File: src/rtl/cordic_atan2_mag.sv
// cordic_atan2_mag: iterative vectoring-mode CORDIC.
// Converts a Q2.14 Cartesian vector (x_in, y_in) into
//   angle_radian = atan2(y, x), Q3.14 radians (16384 = 1 rad, range +/-pi)
//   magnitude    = sqrt(x^2 + y^2), unsigned Q2.14
// One micro-rotation per clock. A start/done handshake mirrors cordic_sin_cos.
// Optional feature: define CORDIC_START_ERR_EN to add a start_err output.
// start_err pulses for one cycle whenever start arrives while busy.
module cordic_atan2_mag #(
    parameter int ITER = 14
) (
    input  logic        clk,
    input  logic        reset,
    input  logic        start,
    input  logic [15:0] x_in,
    input  logic [15:0] y_in,
    output logic        busy,
    output logic        done,
    output logic [16:0] angle_radian,
    output logic [15:0] magnitude
`ifdef CORDIC_START_ERR_EN
    ,
    output logic        start_err
`endif
);

    typedef enum logic [1:0] {
        ST_IDLE,
        ST_ROTATE,
        ST_SCALE,
        ST_DONE
    } state_t;

    localparam logic signed [17:0] HALF_PI = 18'sd25736;
    localparam logic signed [17:0] K_Q15   = 18'sd19898;  // 0.60725 in Q1.15

    state_t state, state_next;

    logic signed [17:0] x_r, y_r, z_r;
    logic        [3:0]  iter;
    logic               zero_r;

    logic signed [17:0] xs, ys;
    logic signed [17:0] pre_x, pre_y, pre_z;
    logic signed [17:0] atan_val;
    logic signed [17:0] x_shift, y_shift;
    logic signed [35:0] prod;
    logic signed [35:0] scaled;
    logic        [15:0] mag_sat;
    logic               accept;

    assign accept = start && (state == ST_IDLE || state == ST_DONE);
    assign busy   = (state == ST_ROTATE) || (state == ST_SCALE);
    assign done   = (state == ST_DONE);

    // State register; reset is synchronous and aborts any operation in flight.
    always_ff @(posedge clk) begin
        // NOTE: sequential state uses non-blocking assignments so every register
        // samples pre-edge values regardless of statement order.
        if (reset) state <= ST_IDLE;
        else       state <= state_next;
    end

    // Next-state logic for the IDLE -> ROTATE -> SCALE -> DONE sequence.
    always_comb begin
        // NOTE: default first so every path assigns state_next and no latch is inferred.
        state_next = state;
        case (state)
            ST_IDLE, ST_DONE: if (accept) state_next = ST_ROTATE;
            ST_ROTATE:        if (iter == 4'(ITER - 1)) state_next = ST_SCALE;
            ST_SCALE:         state_next = ST_DONE;
            default:          state_next = ST_IDLE;
        endcase
    end

    // Quadrant pre-rotation brings the vector into the right half-plane.
    always_comb begin
        xs    = {{2{x_in[15]}}, x_in};
        ys    = {{2{y_in[15]}}, y_in};
        pre_x = xs;
        pre_y = ys;
        pre_z = '0;
        if (xs < 0) begin
            if (ys >= 0) begin
                pre_x = ys;
                pre_y = -xs;
                pre_z = HALF_PI;
            end else begin
                pre_x = -ys;
                pre_y = xs;
                pre_z = -HALF_PI;
            end
        end
    end

    // Arctangent table atan(2^-i) in Q3.14.
    always_comb begin
        atan_val = '0;
        case (iter)
            4'd0:  atan_val = 18'sd12868;
            4'd1:  atan_val = 18'sd7596;
            4'd2:  atan_val = 18'sd4014;
            4'd3:  atan_val = 18'sd2037;
            4'd4:  atan_val = 18'sd1023;
            4'd5:  atan_val = 18'sd512;
            4'd6:  atan_val = 18'sd256;
            4'd7:  atan_val = 18'sd128;
            4'd8:  atan_val = 18'sd64;
            4'd9:  atan_val = 18'sd32;
            4'd10: atan_val = 18'sd16;
            4'd11: atan_val = 18'sd8;
            4'd12: atan_val = 18'sd4;
            4'd13: atan_val = 18'sd2;
            default: atan_val = '0;
        endcase
    end

    // Micro-rotation shifts and the gain-compensated, rounded, saturated magnitude.
    always_comb begin
        x_shift = y_r >>> iter;
        y_shift = x_r >>> iter;
        prod    = x_r * K_Q15;
        scaled  = (prod + 36'sd16384) >>> 15;
        if (scaled < 0)               mag_sat = '0;
        else if (scaled > 36'sd65535) mag_sat = 16'hFFFF;
        else                          mag_sat = scaled[15:0];
    end

    // Datapath: capture at start, rotate once per clock, scale into the outputs.
    always_ff @(posedge clk) begin
        if (reset) begin
            x_r          <= '0;
            y_r          <= '0;
            z_r          <= '0;
            iter         <= '0;
            zero_r       <= 1'b0;
            angle_radian <= '0;
            magnitude    <= '0;
        end else begin
            case (state)
                ST_IDLE, ST_DONE: begin
                    if (accept) begin
                        x_r    <= pre_x;
                        y_r    <= pre_y;
                        z_r    <= pre_z;
                        iter   <= '0;
                        zero_r <= (x_in == 16'd0) && (y_in == 16'd0);
                    end
                end
                ST_ROTATE: begin
                    // A zero vector stays at (0,0,0) so the outputs come out as zero.
                    if (!zero_r) begin
                        if (y_r >= 0) begin
                            x_r <= x_r + x_shift;
                            y_r <= y_r - y_shift;
                            z_r <= z_r + atan_val;
                        end else begin
                            x_r <= x_r - x_shift;
                            y_r <= y_r + y_shift;
                            z_r <= z_r - atan_val;
                        end
                    end
                    iter <= iter + 4'd1;
                end
                ST_SCALE: begin
                    magnitude    <= mag_sat;
                    angle_radian <= z_r[16:0];
                end
                default: ;
            endcase
        end
    end

`ifdef CORDIC_START_ERR_EN
    // One-cycle flag for a start request that arrives while an operation is running.
    always_ff @(posedge clk) begin
        if (reset) start_err <= 1'b0;
        else       start_err <= start && busy;
    end
`endif

endmodule

File: config.mk
export PLATFORM = sky130hd
export DESIGN_NAME = cordic_atan2_mag
export DESIGN_NICKNAME = d
export VERILOG_FILES = /design/src/rtl/cordic_atan2_mag.sv
export SDC_FILE = /design/constraint.sdc
export NUM_CORES = 1
export LEC_CHECK = 0
export ABC_AREA = 1
export CORE_ASPECT_RATIO = 2
export CORE_MARGIN = 4
export CORE_UTILIZATION = 64
export DETAILED_ROUTE_END_ITERATION = 6
export PLACE_DENSITY_LB_ADDON = 0.15
export SYNTH_ARGS = -nofsm -noshare
export SYNTH_HDL_FRONTEND = slang
export SYNTH_SLANG_ARGS = --single-unit
File: constraint.sdc
create_clock -name clk -period 9.1 [get_ports clk]
set_input_delay 1.365 -clock clk [delete_from_list [all_inputs] [get_ports clk]]
set_output_delay 1.365 -clock clk [all_outputs]
set_load 0.1 [all_outputs]
# After elaboration in Yosys (flattened, before gate mapping)
# Memory sizes are Yosys's and may differ from the RTL's. A register that Yosys moved wholly into a read port is not among the register bits.
# Index checks and enable logic that the tools add are counted.
[word_totals]
ff_bits = 94
output_inout_bits = 35
romBits = 224
mem_count = 1
elab_cells = 74
input_bits = 35
[mem_list]
columns = ["name", "depth", "word_bits", "rd", "rd_clocked_by_memory_dff", "write_ports", "line", "text"]
rows = [
  ["(name not given)", 16, 14, 1, 1, 0, "98", "case (iter)"],
]
[classes]
n_eq_ne = 7
n_lt_le_gt_ge = 5
reduce_logical = 13
n_addsub = 10
muxes = 27
mul = 1
shift = 2
[ops]
columns = ["operator", "count"]
rows = [
  ["$mux 18", 15],
  ["$pmux 18 s2", 3],
  ["$add 18x18->18", 3],
  ["$sub 18x18->18", 3],
  ["$neg 16->18", 2],
  ["$sshr 18x4->18", 2],
  ["$add 34x16->35 const B", 1],
  ["$mul 18x15->33 const B", 1],
  ["$logic_not 16->1", 2],
  ["$mux 16", 2],
  ["$gt 20x17->1 const B", 1],
  ["$lt 20x1->1 const B", 1],
  ["$ge 18x1->1 const B", 1],
  ["$ge 16x1->1 const B", 1],
  ["$lt 16x1->1 const B", 1],
  ["$mux 4", 3],
  ["$pmux 4 s2", 1],
  ["$pmux 2 s3", 1],
  ["$reduce_and 2->1", 3],
  ["$add 4x1->4 const B", 1],
  ["$eq 2x2->1 const B", 2],
  ["$eq 4x4->1 const B", 1],
  ["$mux 2", 2],
  ["$ne 2x2->1 const B", 2],
  ["other kinds (8)", 10],
]

# Depth between registers and ports, before layout
[logic_depth]
depth_word = 7
depth_mapped = 36
ltp_nobuf = 35

# Worst setup path before layout
# OpenSTA, ideal clock, no wires.
[synth_path]
path_type = "register -> register"
startpoint = "reg x_r[17]"
endpoint = "reg magnitude[5]"
arrival_time_ns = 6.038
slack_ns = 2.993
synth_period_minus_slack_ns = 6.107
n_path_buf = 1
stages_incl_launch_ff = 28
t_required_ns = 9.031
setup_ns = 0.069
cell_sequence = "dfxtp_1 > ha_1 > fa_1 > inv_1 > fa_1 > fa_1 > fa_1 > inv_1 > fa_1 > inv_1 > ha_1 > nand2_1 > nand2_1 > o21bai_1 > a21oi_1 > inv_1 > a21oi_1 > nand2_1 > nand2_1 > xor2_1 > o21bai_2 > nand2_2 > nand2_2 > nand2_2 > buf_6 > nand2_1 > nand2_1 > a21oi_2"
[synth_between]
elab_chain_cells = 5
elab_cells_between_ends = 6
classes_between = "add/sub: 1; mul: 1; order compare: 2; mux: 2"
[synth_lines]
columns = ["item", "line", "text"]
rows = [
  ["from (decl)", "38", "logic signed [17:0] x_r, y_r, z_r;"],
  ["from (signal assigned)", "142", "x_r <= pre_x;"],
  ["from (signal assigned)", "153", "x_r <= x_r + x_shift;"],
  ["from (signal assigned)", "157", "x_r <= x_r - x_shift;"],
  ["$mul 18x15->33 (*)", "121", "prod = x_r * K_Q15;"],
  ["$add 34x16->35 (*)", "122", "scaled = (prod + 36'sd16384) >>> 15;"],
  ["$gt 20x17->1", "124", "else if (scaled > 36'sd65535) mag_sat = 16'hFFFF;"],
  ["$mux 16", "124", ""],
  ["$mux 16 (*)", "123", "if (scaled < 0) mag_sat = '0;"],
  ["to (signal assigned)", "165", "magnitude <= mag_sat;"],
  ["to (decl)", "19", "output logic [15:0] magnitude"],
]
# Mark *: on every way between the ends. The rest lies on a longest branch, timed or not.
# A chain may end at the register's enable or synchronous reset.

# Worst setup path in the final report
[layout_path]
startpoint = "reg x_r[8]"
endpoint = "reg magnitude[1]"
# Same word-level chain as after synthesis.

==> summary.txt <==
Yosys
  • Synth area leaders: fa_1, ha_1, nand2_1
  • Yosys warnings: 0
  • Synth cell types: 59
  • Mapped Area: around 16,000 um2
  • Synthesized area per cell: roughly 6.7 um2
  • Share of the synthesized area in the top cell type: 0.147
  • Synth Instances: around 2,400
  • Async SR Flop Fraction: 0
  • Synth Flop Type: dfxtp_1
  • Seq/Total Area, Yosys: 0.131
  • Post-synth EDFFs: 0
  • Syn nets: 2,767
  • Most area-hungry cell type in the Yosys netlist: fa_1
  • Flops & latches, synth: between 100 and 150

STA
  • Fraction of the cycle the final worst path needs: 0.789
  • RSZ-0062 raised after global routing: false
  • Fin Setup TNS: 0 ns
  • Relative slew margins: 0.316
  • Worst Tran Pin Value: between 1 and 1.5 ns
  • Final worst slack: 1.92 ns
  • Fin. Hold Viols: 0
  • Final Critical Period: between 7 and 8 ns
  • Slew Limit Fails: 0
  • Min Hold Slack: ~0.48 ns
  • Setup Skew: between 0.01 and 0.015 ns
  • Endpoints failing setup: 0
  • Max frequency: roughly 0.14 GHz

Die
  • Die width: between 100 and 150 um
  • Top Ports: 70
  • Die height: 234 um
  • Starting density of the core: 0.649
  • Core box area: roughly 25,000 um2
  • Die area: between 20,000 and 30,000 um2
  • Rows: 82

Drt
  • Detailed Route Iter0 Violations: 955
  • Vias: 16,363
  • Post-DRT Antenna Nets: 0
  • Via density: roughly 5.9
  • Avg WL per Cell: 18.3 um
  • Drt drc: 0
  • 1st-pass router iterations: 6
  • Drt total wl: between 50,000 and 60,000 um

Placement
  • IO buf count: just under 70
  • Dpl ws: around 2.1 ns
  • RD Place Congestion: ~1.1
  • HPWL after DPL: between 40,000 and 50,000 um

Global routing
  • Vias in the first global route: 16,301
  • First-pass GRT wire length: between 80,000 and 90,000 um
  • Largest net degree at the start of global routing: 60
  • Initial antenna violation count: 0
  • Total global routing overflow: 0
  • Gr usage total: 0.365

Worst setup path
  • Critical path endpoint category: flop
  • Crit path top cell by count: nand2_2
  • Crit-path max FO: 13
  • CP Launch Type: flop
  • Slowest stage delay, CP: 0.68 ns
  • Worst endpoint required time: about 9.4 ns
  • Worst Reg-to-Reg Cells: 29
  • Setup Crit Path Kind: reg -> reg
  • Slowest cell on crit path: dfxtp_1
  • Data arrival, critical path: approximately 7.4 ns

Outcome
  • Status: completed

Clocking
  • Clock insertion delay at the later pin of the skew report: around 0.38 ns
  • Post-CTS setup buffers: 0
  • CTS sink count: roughly 110
  • Post-CTS sizing: 0
  • Longest Clk Path Bufs: 2
  • CTS clock-pin slew for the worst setup and hold paths: around 0.080 ns
  • Cts bufs inserted: 9
  • CTS Hold Bufs: 0
  • Clock Root Buffer: clkbuf_16
  • H-tree level count: 3
  • CTS tree: done

Cells and area
  • Commonest non-fill, non-tap cell in the layout: nand2_1
  • Most frequent cells in the layout: nand2_1, inv_1, o21ai_0, ha_1, nor2_1
  • Antenna cell count: 0
  • Area Growth Syn to Fin: 7.55%
  • Layout Nets: about 2,800
  • Share of layout cells above drive strength 1: 0.0390

Min path
  • Hold path cells: 2
  • Hold crit path type: reg -> reg

Run
  • Max cap viols: 0
-- metrics by stage --
stage                     area, um2   util  std cells
after floorplan               16300      -       2435
after global placement        17200  0.685       2781
after detailed placement      17200  0.685       2781
after CTS                     17500  0.698       2797
after global routing          17500  0.698       2797
final                         17500  0.698       2797
-- routing by layer --
layer / vias up / GRT usage / wire length, um
li1: 7907 / - / -
met1: 7628 / 0.344 / 16900
met2: 570 / 0.665 / 26600
met3: 258 / 0.0649 / 2640
met4: 0 / 0.313 / 5140
met5: - / 0 / 0
-- final timing paths --
check                             startpoint            to  slack [ns]
worst max-delay path                  x_r[8]  magnitude[1]        1.92
worst min register to register  magnitude[3]  magnitude[3]        0.48
worst min-delay path            magnitude[3]  magnitude[3]        0.48
worst max register to register        x_r[8]  magnitude[1]        1.92
-- cell type report --
cell class	count	area (um2)
clock inverters	7	103
fillers	2268	7590
flip-flops and latches	107	2140
well taps	336	420
multi-input cells	1825	12200
inverters	430	1610
clock buffers	9	225
repair buffers	83	796
-- kinds of logic after synthesis --
family | after synthesis | synth area share
simple gates | 946 | 0.243
fa+ha+maj | 297 | 0.283
compound gates | 488 | 0.172
mux | 10 | 0.00614
buf+inv | 503 | 0.118
xor+xnor | 84 | 0.0464
flops | 107 | 0.131
-- cell usage after synthesis, drive strengths merged, types with 6 or more instances --
cell and number:
a21oi 161, a31oi 20, buf 23, clkbuf 50
clkinv 7, dfxtp 107, fa 120, ha 177
inv 423, mux2i 10, nand2 583, nand3 102
nand4 24, nor2 183, nor3 27, nor4 6
o211ai 37, o21a 9, o21ai 207, o21bai 7
o221ai 16, o31ai 7, or2 13, xnor2 30
xor2 53
-- critical path: cells and delay by family (launching register included) --
| kind | cells | cell delay [ns] |
|---|---|---|
| flops | 1 | 0.68 |
| compound gates | 1 | 0.06 |
| simple gates | 15 | 2.31 |
| fa+ha+maj | 7 | 3.21 |
| xor+xnor | 1 | 0.38 |
| buf+inv | 5 | 0.42 |
-- registers in the layout (all words and copies together), names as in the netlist --
| register | count |
|---|---|
| angle_radian | 17 |
| atan_val | 14 |
| iter | 4 |
| magnitude | 16 |
| state | 2 |
| x_r | 18 |
| y_r | 18 |
| z_r | 17 |
| zero_r | 1 |
Power is not shown: default switching activity piles up to over one toggle a cycle in this logic, so the estimate is an artifact.
